**config.mk**
```make
export PLATFORM = sky130hd
export DESIGN_NAME = keypad_entry_ctrl_flat
export DESIGN_NICKNAME = d
export VERILOG_FILES = /design/src/rtl/keypad_entry_ctrl_if.sv /design/src/rtl/keypad_entry_ctrl.sv /design/src/flat_wrapper.sv
export SDC_FILE = /design/constraint.sdc
export NUM_CORES = 1
export LEC_CHECK = 0
export ABC_AREA = 1
export BUFFER_PORTS_ARGS = -buffer_cell sky130_fd_sc_hd__buf_4
export CAP_MARGIN = 15
export CORE_MARGIN = 2
export CORE_UTILIZATION = 40
export CTS_BUF_LIST = sky130_fd_sc_hd__clkbuf_4 sky130_fd_sc_hd__clkbuf_8 sky130_fd_sc_hd__clkbuf_16
export DETAILED_ROUTE_END_ITERATION = 10
export PLACE_DENSITY = 0.62
export SYNTH_ARGS = -nofsm -noshare
export SYNTH_HDL_FRONTEND = slang
export SYNTH_SLANG_ARGS = --single-unit
```
**constraint.sdc**
```tcl
create_clock -name clk_1khz -period 5.1 [get_ports clk_1khz]
set_clock_uncertainty 0.15 [all_clocks]
set_input_delay 0.765 -clock clk_1khz [delete_from_list [all_inputs] [get_ports clk_1khz]]
set_output_delay 0.765 -clock clk_1khz [all_outputs]
set_load 0.02 [all_outputs]
```
**src/rtl/keypad_entry_ctrl_if.sv**
```systemverilog
// Keypad entry bus: scanner samples in, entry buffer / commit / event outputs back.
interface keypad_entry_ctrl_if;
  logic [3:0]  key_code;
  logic        key_valid;
  logic [15:0] disp_bcd;
  logic [2:0]  digit_cnt;
  logic [15:0] value;
  logic        value_valid;
  logic        key_evt;
  logic [3:0]  key_evt_code;
  logic        err;

  // Master drives scanner samples and observes the controller.
  modport master (
    output key_code, key_valid,
    input  disp_bcd, digit_cnt, value, value_valid, key_evt, key_evt_code, err
  );

  // Slave is the controller itself.
  modport slave (
    input  key_code, key_valid,
    output disp_bcd, digit_cnt, value, value_valid, key_evt, key_evt_code, err
  );
endinterface

```
**src/rtl/keypad_entry_ctrl.sv**
```systemverilog
// Keypad entry controller: frames scanner samples, debounces frame results,
// emits one event per press and assembles up to four BCD digits for commit.
module keypad_entry_ctrl #(
  parameter int unsigned DEBOUNCE_FRAMES = 5
) (
  input logic                clk_1khz,
  input logic                rst,
  keypad_entry_ctrl_if.slave bus
);

  localparam logic [3:0] DbMax = 4'(DEBOUNCE_FRAMES);

  typedef enum logic [1:0] {StEmpty, StEntry, StFull, StCommit} state_e;

  logic [1:0]  fc_q;
  logic        hit_q;
  logic [3:0]  code_q;
  logic [4:0]  result;
  logic [4:0]  cand_q, cand_d;
  logic [3:0]  cnt_q, cnt_d;
  logic [4:0]  stable_q, stable_d;
  logic        evt_d;
  logic        key_evt_q;
  logic [3:0]  key_evt_code_q;

  state_e      state_q, state_d;
  logic [15:0] entry_q, entry_d;
  logic [2:0]  dcnt_q, dcnt_d;
  logic [15:0] value_q, value_d;
  logic        err_q, err_d;

  // Frame result includes the sample taken in the frame's last cycle.
  always_comb begin
    result = {hit_q | bus.key_valid, bus.key_valid ? bus.key_code : code_q};
  end

  // Debounce: count identical frame results, promote candidate once stable long enough.
  always_comb begin
    cand_d   = cand_q;
    cnt_d    = cnt_q;
    stable_d = stable_q;
    evt_d    = 1'b0;
    if (fc_q == 2'd3) begin
      if (result == cand_q) begin
        if (cnt_q < DbMax) cnt_d = cnt_q + 4'd1;
      end else begin
        cand_d = result;
        cnt_d  = 4'd1;
      end
      if (cnt_d == DbMax && cand_d != stable_q) begin
        stable_d = cand_d;
        evt_d    = cand_d[4];  // releases update stable silently
      end
    end
  end

  // Frame accumulation, debounce state and registered press event.
  always_ff @(posedge clk_1khz) begin
    if (rst) begin
      fc_q           <= 2'd0;
      hit_q          <= 1'b0;
      code_q         <= 4'd0;
      cand_q         <= 5'd0;
      cnt_q          <= 4'd0;
      stable_q       <= 5'd0;
      key_evt_q      <= 1'b0;
      key_evt_code_q <= 4'd0;
    end else begin
      fc_q <= fc_q + 2'd1;
      if (fc_q == 2'd3) begin
        hit_q  <= 1'b0;
        code_q <= 4'd0;
      end else if (bus.key_valid) begin
        hit_q  <= 1'b1;
        code_q <= bus.key_code;
      end
      cand_q    <= cand_d;
      cnt_q     <= cnt_d;
      stable_q  <= stable_d;
      key_evt_q <= evt_d;
      if (evt_d) key_evt_code_q <= cand_d[3:0];
    end
  end

  // Entry FSM: reacts to the press event in the cycle it is high.
  always_comb begin
    state_d = state_q;
    entry_d = entry_q;
    dcnt_d  = dcnt_q;
    value_d = value_q;
    err_d   = 1'b0;
    if (state_q == StCommit) begin
      entry_d = 16'd0;
      dcnt_d  = 3'd0;
      state_d = StEmpty;
    end else if (key_evt_q) begin
      if (key_evt_code_q <= 4'd9) begin
        if (state_q == StFull) begin
          err_d = 1'b1;
        end else begin
          entry_d = {entry_q[11:0], key_evt_code_q};
          dcnt_d  = dcnt_q + 3'd1;
          state_d = (dcnt_q == 3'd3) ? StFull : StEntry;
        end
      end else if (key_evt_code_q == 4'd10) begin
        if (state_q == StEmpty) begin
          err_d = 1'b1;
        end else begin
          entry_d = {4'd0, entry_q[15:4]};
          dcnt_d  = dcnt_q - 3'd1;
          state_d = (dcnt_q == 3'd1) ? StEmpty : StEntry;
        end
      end else if (key_evt_code_q == 4'd11) begin
        entry_d = 16'd0;
        dcnt_d  = 3'd0;
        state_d = StEmpty;
      end else if (key_evt_code_q == 4'd15) begin
        if (state_q == StEmpty) begin
          err_d = 1'b1;
        end else begin
          value_d = entry_q;
          state_d = StCommit;
        end
      end
    end
  end

  // Entry FSM state and output registers.
  always_ff @(posedge clk_1khz) begin
    if (rst) begin
      state_q <= StEmpty;
      entry_q <= 16'd0;
      dcnt_q  <= 3'd0;
      value_q <= 16'd0;
      err_q   <= 1'b0;
    end else begin
      state_q <= state_d;
      entry_q <= entry_d;
      dcnt_q  <= dcnt_d;
      value_q <= value_d;
      err_q   <= err_d;
    end
  end

  // Output mapping onto the bus.
  always_comb begin
    bus.disp_bcd     = entry_q;
    bus.digit_cnt    = dcnt_q;
    bus.value        = value_q;
    bus.value_valid  = (state_q == StCommit);
    bus.key_evt      = key_evt_q;
    bus.key_evt_code = key_evt_code_q;
    bus.err          = err_q;
  end

endmodule
```
**src/flat_wrapper.sv**
```systemverilog
// flat-port wrapper written by rule: the top's interface ports become plain ports
module keypad_entry_ctrl_flat 
#(
  parameter int unsigned DEBOUNCE_FRAMES = 5
)
  (clk_1khz, rst, bus_key_code, bus_key_valid, bus_disp_bcd, bus_digit_cnt, bus_value, bus_value_valid, bus_key_evt, bus_key_evt_code, bus_err);
  keypad_entry_ctrl_if bus_i ();
  input logic clk_1khz;
  input logic rst;
  input wire logic [$bits(bus_i.key_code)-1:0] bus_key_code;
  input wire logic [$bits(bus_i.key_valid)-1:0] bus_key_valid;
  output wire logic [$bits(bus_i.disp_bcd)-1:0] bus_disp_bcd;
  output wire logic [$bits(bus_i.digit_cnt)-1:0] bus_digit_cnt;
  output wire logic [$bits(bus_i.value)-1:0] bus_value;
  output wire logic [$bits(bus_i.value_valid)-1:0] bus_value_valid;
  output wire logic [$bits(bus_i.key_evt)-1:0] bus_key_evt;
  output wire logic [$bits(bus_i.key_evt_code)-1:0] bus_key_evt_code;
  output wire logic [$bits(bus_i.err)-1:0] bus_err;
  assign bus_i.key_code = bus_key_code;
  assign bus_i.key_valid = bus_key_valid;
  assign bus_disp_bcd = bus_i.disp_bcd;
  assign bus_digit_cnt = bus_i.digit_cnt;
  assign bus_value = bus_i.value;
  assign bus_value_valid = bus_i.value_valid;
  assign bus_key_evt = bus_i.key_evt;
  assign bus_key_evt_code = bus_i.key_evt_code;
  assign bus_err = bus_i.err;
  keypad_entry_ctrl #(.DEBOUNCE_FRAMES(DEBOUNCE_FRAMES)) u_core (.clk_1khz(clk_1khz), .rst(rst), .bus(bus_i));
endmodule
```
==> reports/qor.csv, run 1 <==
stage,metric,value,unit
synth,cell area after synthesis,2940,µm²
clocking,total CTS buffers,9,
global_route,M2 GR Usage,26.1,%
clocking,clock buffer depth,2,
floorplan,Die W,89.7,µm
sta,Slew headroom,49.8,%
global_route,vias in the first global route,2420,
clocking,root buffer cell,clkbuf_8,
synth,Synth area leader,dfxtp_1,
drt,Starting DRT DRC Count,117,
global_route,GRT Util Overall,18.8,%
synth,Mapped Cells,389,
floorplan,# IOs,49,
clocking,CTS clock-pin slew for the worst setup and hold paths,0.07,ns
sta,Final min period,2.33,ns
power_and_ir_drop,Clock Power Share,44.3,%
critical_path,Top delay family on crit path,buffers and inverters,
clocking,clk_lat worst skew,0.34,ns
final_layout,P&R area growth vs syn,21.9,%
synth,Synth Area in Adders,2.98,%
placed_design,gpl congestion,0.827,
final_layout,multi-input logic area,1380,µm²
global_route,grt ovf,0,
critical_path,Buffers & Inverters on Critical Path,2,
synth,largest family of logic cells by synthesized area,simple AND/OR/NAND/NOR gates,
sta,final setup vio count,0,
power_and_ir_drop,Pleak,1.58,nW
sta,crit share post-route,45.6,%
critical_path,reg2reg end,u_core.bus.disp_bcd[8],
status,outcome,"complete, no violations",
critical_path,reg2reg start,u_core.bus.key_evt_code[2],
global_route,initial antenna violation count,0,
synth,compound-gate portion of the synthesized area,19.2,%
sta,setup_tns,0,ns
sta,Final Hold Vio Count,0,
synth,Simple-Gate Fraction of Synth Area,23.3,%
final_layout,fill cell total of the finished layout,710,
synth,post-synthesis mux area share,0,%
synth,Synth top area share,43.6,%
synth,syn_area_per_cell,7.55,µm²
sta,Worst Max-Slew Pin Slew,0.750,ns
drt,final WL,6940,µm
critical_path,worst endpoint data arrival time,2.43,ns
sta,fin. max-slew vios,0,
clocking,hold_buf cts,0,
final_layout,NumNets Final,449,
power_and_ir_drop,Switching Power,0.000249,W
synth,xor and xnor area share after synthesis,1.49,%
final_layout,Finished Core Util,49.9,%
final_layout,diode count,0,
critical_path,worst r2r path cells,8,
placed_design,IO Port Bufs,48,
clocking,CTS tree,done,
critical_path,Crit. Startpoint,rst,
drt,DRT Pass-1 Iters,4,
critical_path,CP max stage delay,0.60,ns
floorplan,CORE AREA,7180,µm²
critical_path,Crit path depth,4,
drt,DRC errors left,0,
global_route,global-route wire length before repair,11600,µm
synth,post-synthesis net count,403,
power_and_ir_drop,part of the power in combinational logic,6.0,%
drt,Final ANT Viol Nets,0,
placed_design,Setup WS pre-CTS,2.13,ns
global_route,met3 Track Usage GR,5.48,%
critical_path,CP Max Fanout,12,
sta,Fmax,430,MHz
synth,Synth area leaders,"dfxtp_1, nand2_1, o21ai_0, inv_1, nor2_1",
floorplan,Die Ht,89.7,µm
clocking,post-CTS sizing,0,
critical_path,flop-to-flop setup slack,2.83,ns
critical_path,end of the critical path,u_core.state_q[1],
floorplan,Die ar.,8040,µm²
placed_design,Detail Placement HPWL,5020,µm
floorplan,row count,31,
sta,Worst Slack Setup Final,2.77,ns
synth,"count leader, synth",dfxtp_1,
critical_path,CP required,5.20,ns
power_and_ir_drop,sw frac,24.3,%
final_layout,share of cells above drive strength 1,20.7,%
synth,Yosys reg bits,64,
critical_path,worst path cell trace,"buf_4, nor2_1, clkinv_1, a311oi_1",
power_and_ir_drop,Max VDD drop,0.151,mV
critical_path,Critical-path top delay cell,nor2_1,
drt,via count,2679,
run,Max Cap Viol,0,
global_route,M1 GR Usage,27.2,%
floorplan,starting density of the core,40.9,%
clocking,# clock sinks,64,
synth,Ys Warns,0,
synth,"Seq/Total Area, Yosys",43.6,%
synth,Async SR Flop Fraction,0,%
synth,"Top FF cell, synth",dfxtp_1,
clocking,H-tree depth,3,
worst_hold_path,Hold Crit Class,reg2reg,
sta,RSZ-0062 raised after global routing,false,
power_and_ir_drop,Internal Power,0.000776,W
power_and_ir_drop,sequential share of power,49.7,%
synth,Commonest cells post-synth,"dfxtp_1, nand2_1, inv_1, nor2_1, o21ai_0",
global_route,largest net degree at the start of global routing,33,
final_layout,Sequential Area,1280,µm²
synth,synth unique cells,37,
critical_path,startpoint types,input port,
clocking,total setup buffers inserted after CTS,0,
critical_path,critical path class,in2reg,
critical_path,Critical Path End Type,flop,
synth,Post-synth EDFFs,0,
global_route,global route hottest layer,met1,
power_and_ir_drop,P per Cell Area,286,nW/µm²
drt,via/cell ratio,4.97,
worst_hold_path,Hold Crit Start,u_core.fc_q[0],
drt,WL/cell,12.9,µm
-- sequential cells by signal (all words and copies together) (netlist names), 3 cells and up --
register	cells
u_core.stable_q	5
u_core.bus.disp_bcd	16
u_core.cand_q	5
u_core.cnt_q	4
u_core.code_q	4
u_core.bus.digit_cnt	3
u_core.bus.value	16
u_core.bus.key_evt_code	4
-- cell usage in the layout (no fill, tap or decap), types with 5 or more instances in the layout --
cell / n
dfxtp_1: 64
inv_1: 47
ha_1: 7
o22ai_1: 12
nand4_1: 5
o21ai_0: 37
a21oi_1: 33
nand2_1: 57
inv_2: 5
clkbuf_8: 11
nor2_1: 47
buf_4: 48
xor2_1: 5
nand3_1: 14
-- stage by stage --
stage / std cells / power [W] / cell area, µm² / hold slack, ns
6_report: 539 / 0.00103 / 3580 / 0.283
3_3_place_gp: 522 / 0.000582 / 3360 / 0.257
4_1_cts: 538 / 0.00103 / 3560 / 0.277
3_5_place_dp: 522 / 0.000583 / 3360 / 0.268
5_1_grt: 539 / 0.00106 / 3580 / 0.292
2_1_floorplan: 389 / 0.000569 / 2940 / 0.249
-- cell families after synthesis --
group	count (synthesis)
buf+inv	70
simple gates	143
flops	64
compound gates	100
fa+ha+maj	7
xor+xnor	5
-- worst min path at each step --
stage | to | cells after the start
CTS | u_core.fc_q[0] | 1
finish | u_core.fc_q[0] | 1
detailed placement | u_core.fc_q[0] | 1
global route | u_core.fc_q[0] | 1
floorplan | u_core.fc_q[0] | 1
global placement | u_core.fc_q[0] | 1
-- power groups by stage --
stage / Clock (W) / Sequential (W) / Combinational, W
floorplan: 0 / 0.000521 / 0.0000476
finish: 0.000454 / 0.000510 / 0.0000613
global route: 0.000483 / 0.000510 / 0.0000705
global placement: 0 / 0.000521 / 0.0000603
CTS: 0.000458 / 0.000510 / 0.0000616
detailed placement: 0 / 0.000522 / 0.0000612
-- routing by layer --
layer | vias up | share of wire [%]
li1 | 1372 | -
met1 | 1214 | 50
met2 | 87 | 43
met3 | 6 | 6.3
met4 | 0 | 0.91
met5 | - | 0
-- cell type report --
cell class              instances  share of cell area [%]
multi-input cells             255                    38.5
flip-flops and latches         64                    35.8
repair buffers                 49                    10.5
inverters                      56                    5.98
clock buffers                  11                    4.23
well taps                      99                    3.46
clock inverters                 5                    1.54
-- worst register-to-register path, delay by kind of cell (launching register included) --
family,cells,cell delay (ns)
AND/OR/NAND/NOR,4,0.98
flip-flops,1,0.43
AO/OA/AOI/OAI,2,0.25
buffers and inverters,2,0.36
No activity file was read; power rests on OpenSTA's default activity.
==> run 2, diff against run 1 <==
PLACE_DENSITY = 0.64   (was 0.62)
clock period = 2 ns   (was 5.1 ns; I/O delays follow)
==> run 2 against run 1 <==
Compared with the run above:
- total power increased to 2.6 times the previous value
- die area unchanged
- critical path depth increased by 6
- utilization increased by 1.8 points
- cell count increased by 1.7%
- sequential cell count unchanged
- routed wire length increased by 3.2%
- sequential share of layout area decreased by 1.2 points
- clock power increased to 2.8 times the previous value
- non-clock buffer count increased by 9
- critical endpoint is now u_core.bus.key_evt_code[0]
- highest routed layer unchanged
==> reports/qor.csv, run 2 (same netlist as run 1, synthesis figures left out) <==
stage,metric,value,unit
sta,Worst Max-Slew Pin Slew,0.427,ns
critical_path,CP Max Fanout,7,
status,outcome,"complete, no violations",
drt,via/cell ratio,4.94,
drt,final WL,7160,µm
critical_path,CP max stage delay,0.35,ns
critical_path,startpoint types,flop,
final_layout,multi-input logic area,1410,µm²
critical_path,CP required,2.14,ns
sta,Final min period,1.92,ns
clocking,clock buffer depth,2,
placed_design,gpl congestion,0.792,
final_layout,diode count,0,
final_layout,P&R area growth vs syn,26.2,%
clocking,total CTS buffers,9,
final_layout,"most common cell after layout, fill and taps aside",dfxtp_1,
floorplan,row count,31,
placed_design,post-placement cell count,531,
clocking,H-tree depth,3,
drt,DRC errors left,0,
global_route,global route hottest layer,met2,
final_layout,"commonest cells after routing, fill and taps aside","dfxtp_1, nand2_1, buf_4, nor2_1, inv_1",
global_route,met3 Track Usage GR,4.75,%
drt,DRT Pass-1 Iters,4,
critical_path,Critical Path End Type,flop,
final_layout,Finished Core Util,51.6,%
global_route,vias in the first global route,2427,
floorplan,Die ar.,8040,µm²
power_and_ir_drop,P per Cell Area,732,nW/µm²
power_and_ir_drop,Pleak,1.64,nW
sta,Fmax,520,MHz
drt,Final ANT Viol Nets,0,
run,Max Cap Viol,0,
placed_design,Setup WS pre-CTS,0.0416,ns
global_route,GRT Util Overall,18.7,%
clocking,root buffer cell,clkbuf_8,
final_layout,fin cells,548,
placed_design,IO Port Bufs,48,
floorplan,CORE AREA,7180,µm²
global_route,largest net degree at the start of global routing,33,
sta,crit share post-route,96.1,%
sta,Final Hold Vio Count,0,
power_and_ir_drop,Max VDD drop,0.388,mV
sta,setup_tns,0,ns
critical_path,Top delay family on crit path,simple AND/OR/NAND/NOR gates,
critical_path,critical path class,reg2reg,
floorplan,# IOs,49,
sta,Slew headroom,71.5,%
global_route,M1 GR Usage,26.3,%
final_layout,share of cells above drive strength 1,23.8,%
power_and_ir_drop,"Power, Total",0.00271,W
sta,fin. max-slew vios,0,
final_layout,NumNets Final,458,
clocking,# clock sinks,64,
placed_design,Detail Placement HPWL,5030,µm
critical_path,Buffers & Inverters on Critical Path,2,
drt,WL/cell,13.1,µm
critical_path,worst endpoint data arrival time,2.06,ns
worst_hold_path,Hold Crit Class,in2reg,
critical_path,Critical-path top delay cell,dfxtp_2,
final_layout,fill cell total of the finished layout,702,
final_layout,Sequential Area,1280,µm²
global_route,grt ovf,0,
clocking,CTS clock-pin slew for the worst setup and hold paths,0.07,ns
clocking,clk_lat worst skew,0.35,ns
clocking,CTS tree,done,
drt,Starting DRT DRC Count,132,
critical_path,worst path cell trace,"inv_2, ha_4, o21ai_4, xor2_1, nand3_2, nor2_8, nand3_4, nand2_1, inv_1, nor2_1",
floorplan,Die Ht,89.7,µm
sta,Worst Slack Setup Final,0.0772,ns
drt,via count,2709,
global_route,initial antenna violation count,0,
sta,final setup vio count,0,
global_route,M2 GR Usage,27.1,%
floorplan,Die W,89.7,µm
global_route,global-route wire length before repair,11400,µm
clocking,hold_buf cts,0,
floorplan,starting density of the core,40.9,%
-- run 2: cell count changes in the layout (fill, tap and decap cells not counted), moves of 2 or more --
cell | before | now
clkbuf_8 | 11 | 9
buf_4 | 48 | 56
inv_2 | 5 | 7
inv_1 | 47 | 45
dfxtp_2 | 0 | 2
dfxtp_1 | 64 | 62
buf_12 | 0 | 2
-- run 2: cell type report --
| cell class | count | share of cell area (%) |
|---|---|---|
| inverter | 56 | 5.77 |
| tap | 99 | 3.34 |
| clock buffer | 9 | 3.34 |
| multi-input combinational | 255 | 37.9 |
| sequential | 64 | 34.6 |
| timing repair buffer | 58 | 12.4 |
| clock inverter | 7 | 2.57 |
-- run 2: per-stage QoR --
step | hold slack [ns] | instance area [µm²]
after floorplan | 0.249 | 2940
after detailed placement | 0.267 | 3450
after global placement | 0.259 | 3450
after global routing | 0.0888 | 3710
final | 0.0809 | 3710
after CTS | 0.0675 | 3670
-- run 2: layer usage --
layer / up-vias / part of all wire, % / wire [µm]
met5: - / 0 / 0
met3: 13 / 4.9 / 353
li1: 1392 / - / -
met1: 1253 / 49 / 3500
met4: 0 / 1.9 / 136
met2: 51 / 44 / 3170
-- run 2: report_power, final --
| part | switching, W | internal, W |
|---|---|---|
| Combinational | 0.000110 | 0.0000550 |
| Clock | 0.000543 | 0.000703 |
| Sequential | 0.0000101 | 0.00129 |
-- run 2: worst register-to-register path, delay by kind of cell, from the launching register on --
kind                     cells  cell delay [ns]
AO/OA/AOI/OAI                1             0.16
XOR/XNOR                     1             0.26
adder cells (fa/ha/maj)      1             0.17
buffers and inverters        2             0.11
flip-flops                   1             0.35
AND/OR/NAND/NOR              5             0.69
-- run 2: final timing paths --
kind                        start                          to  slack, ns  depth (start not counted)
setup / recovery  u_core.cnt_q[0]  u_core.bus.key_evt_code[0]       0.08                         10
hold / removal                rst              u_core.fc_q[0]       0.08                          2
setup reg to reg  u_core.cnt_q[0]  u_core.bus.key_evt_code[0]       0.08                         10
hold reg to reg    u_core.fc_q[0]              u_core.fc_q[0]       0.27                          1
-- run 2: what timing repair did --
item,in CTS,in global routing
pin swaps,2,7
gates cloned,0,0
gates resized for setup,1,9
setup endpoints to repair,1,10
buffers inserted,0,1
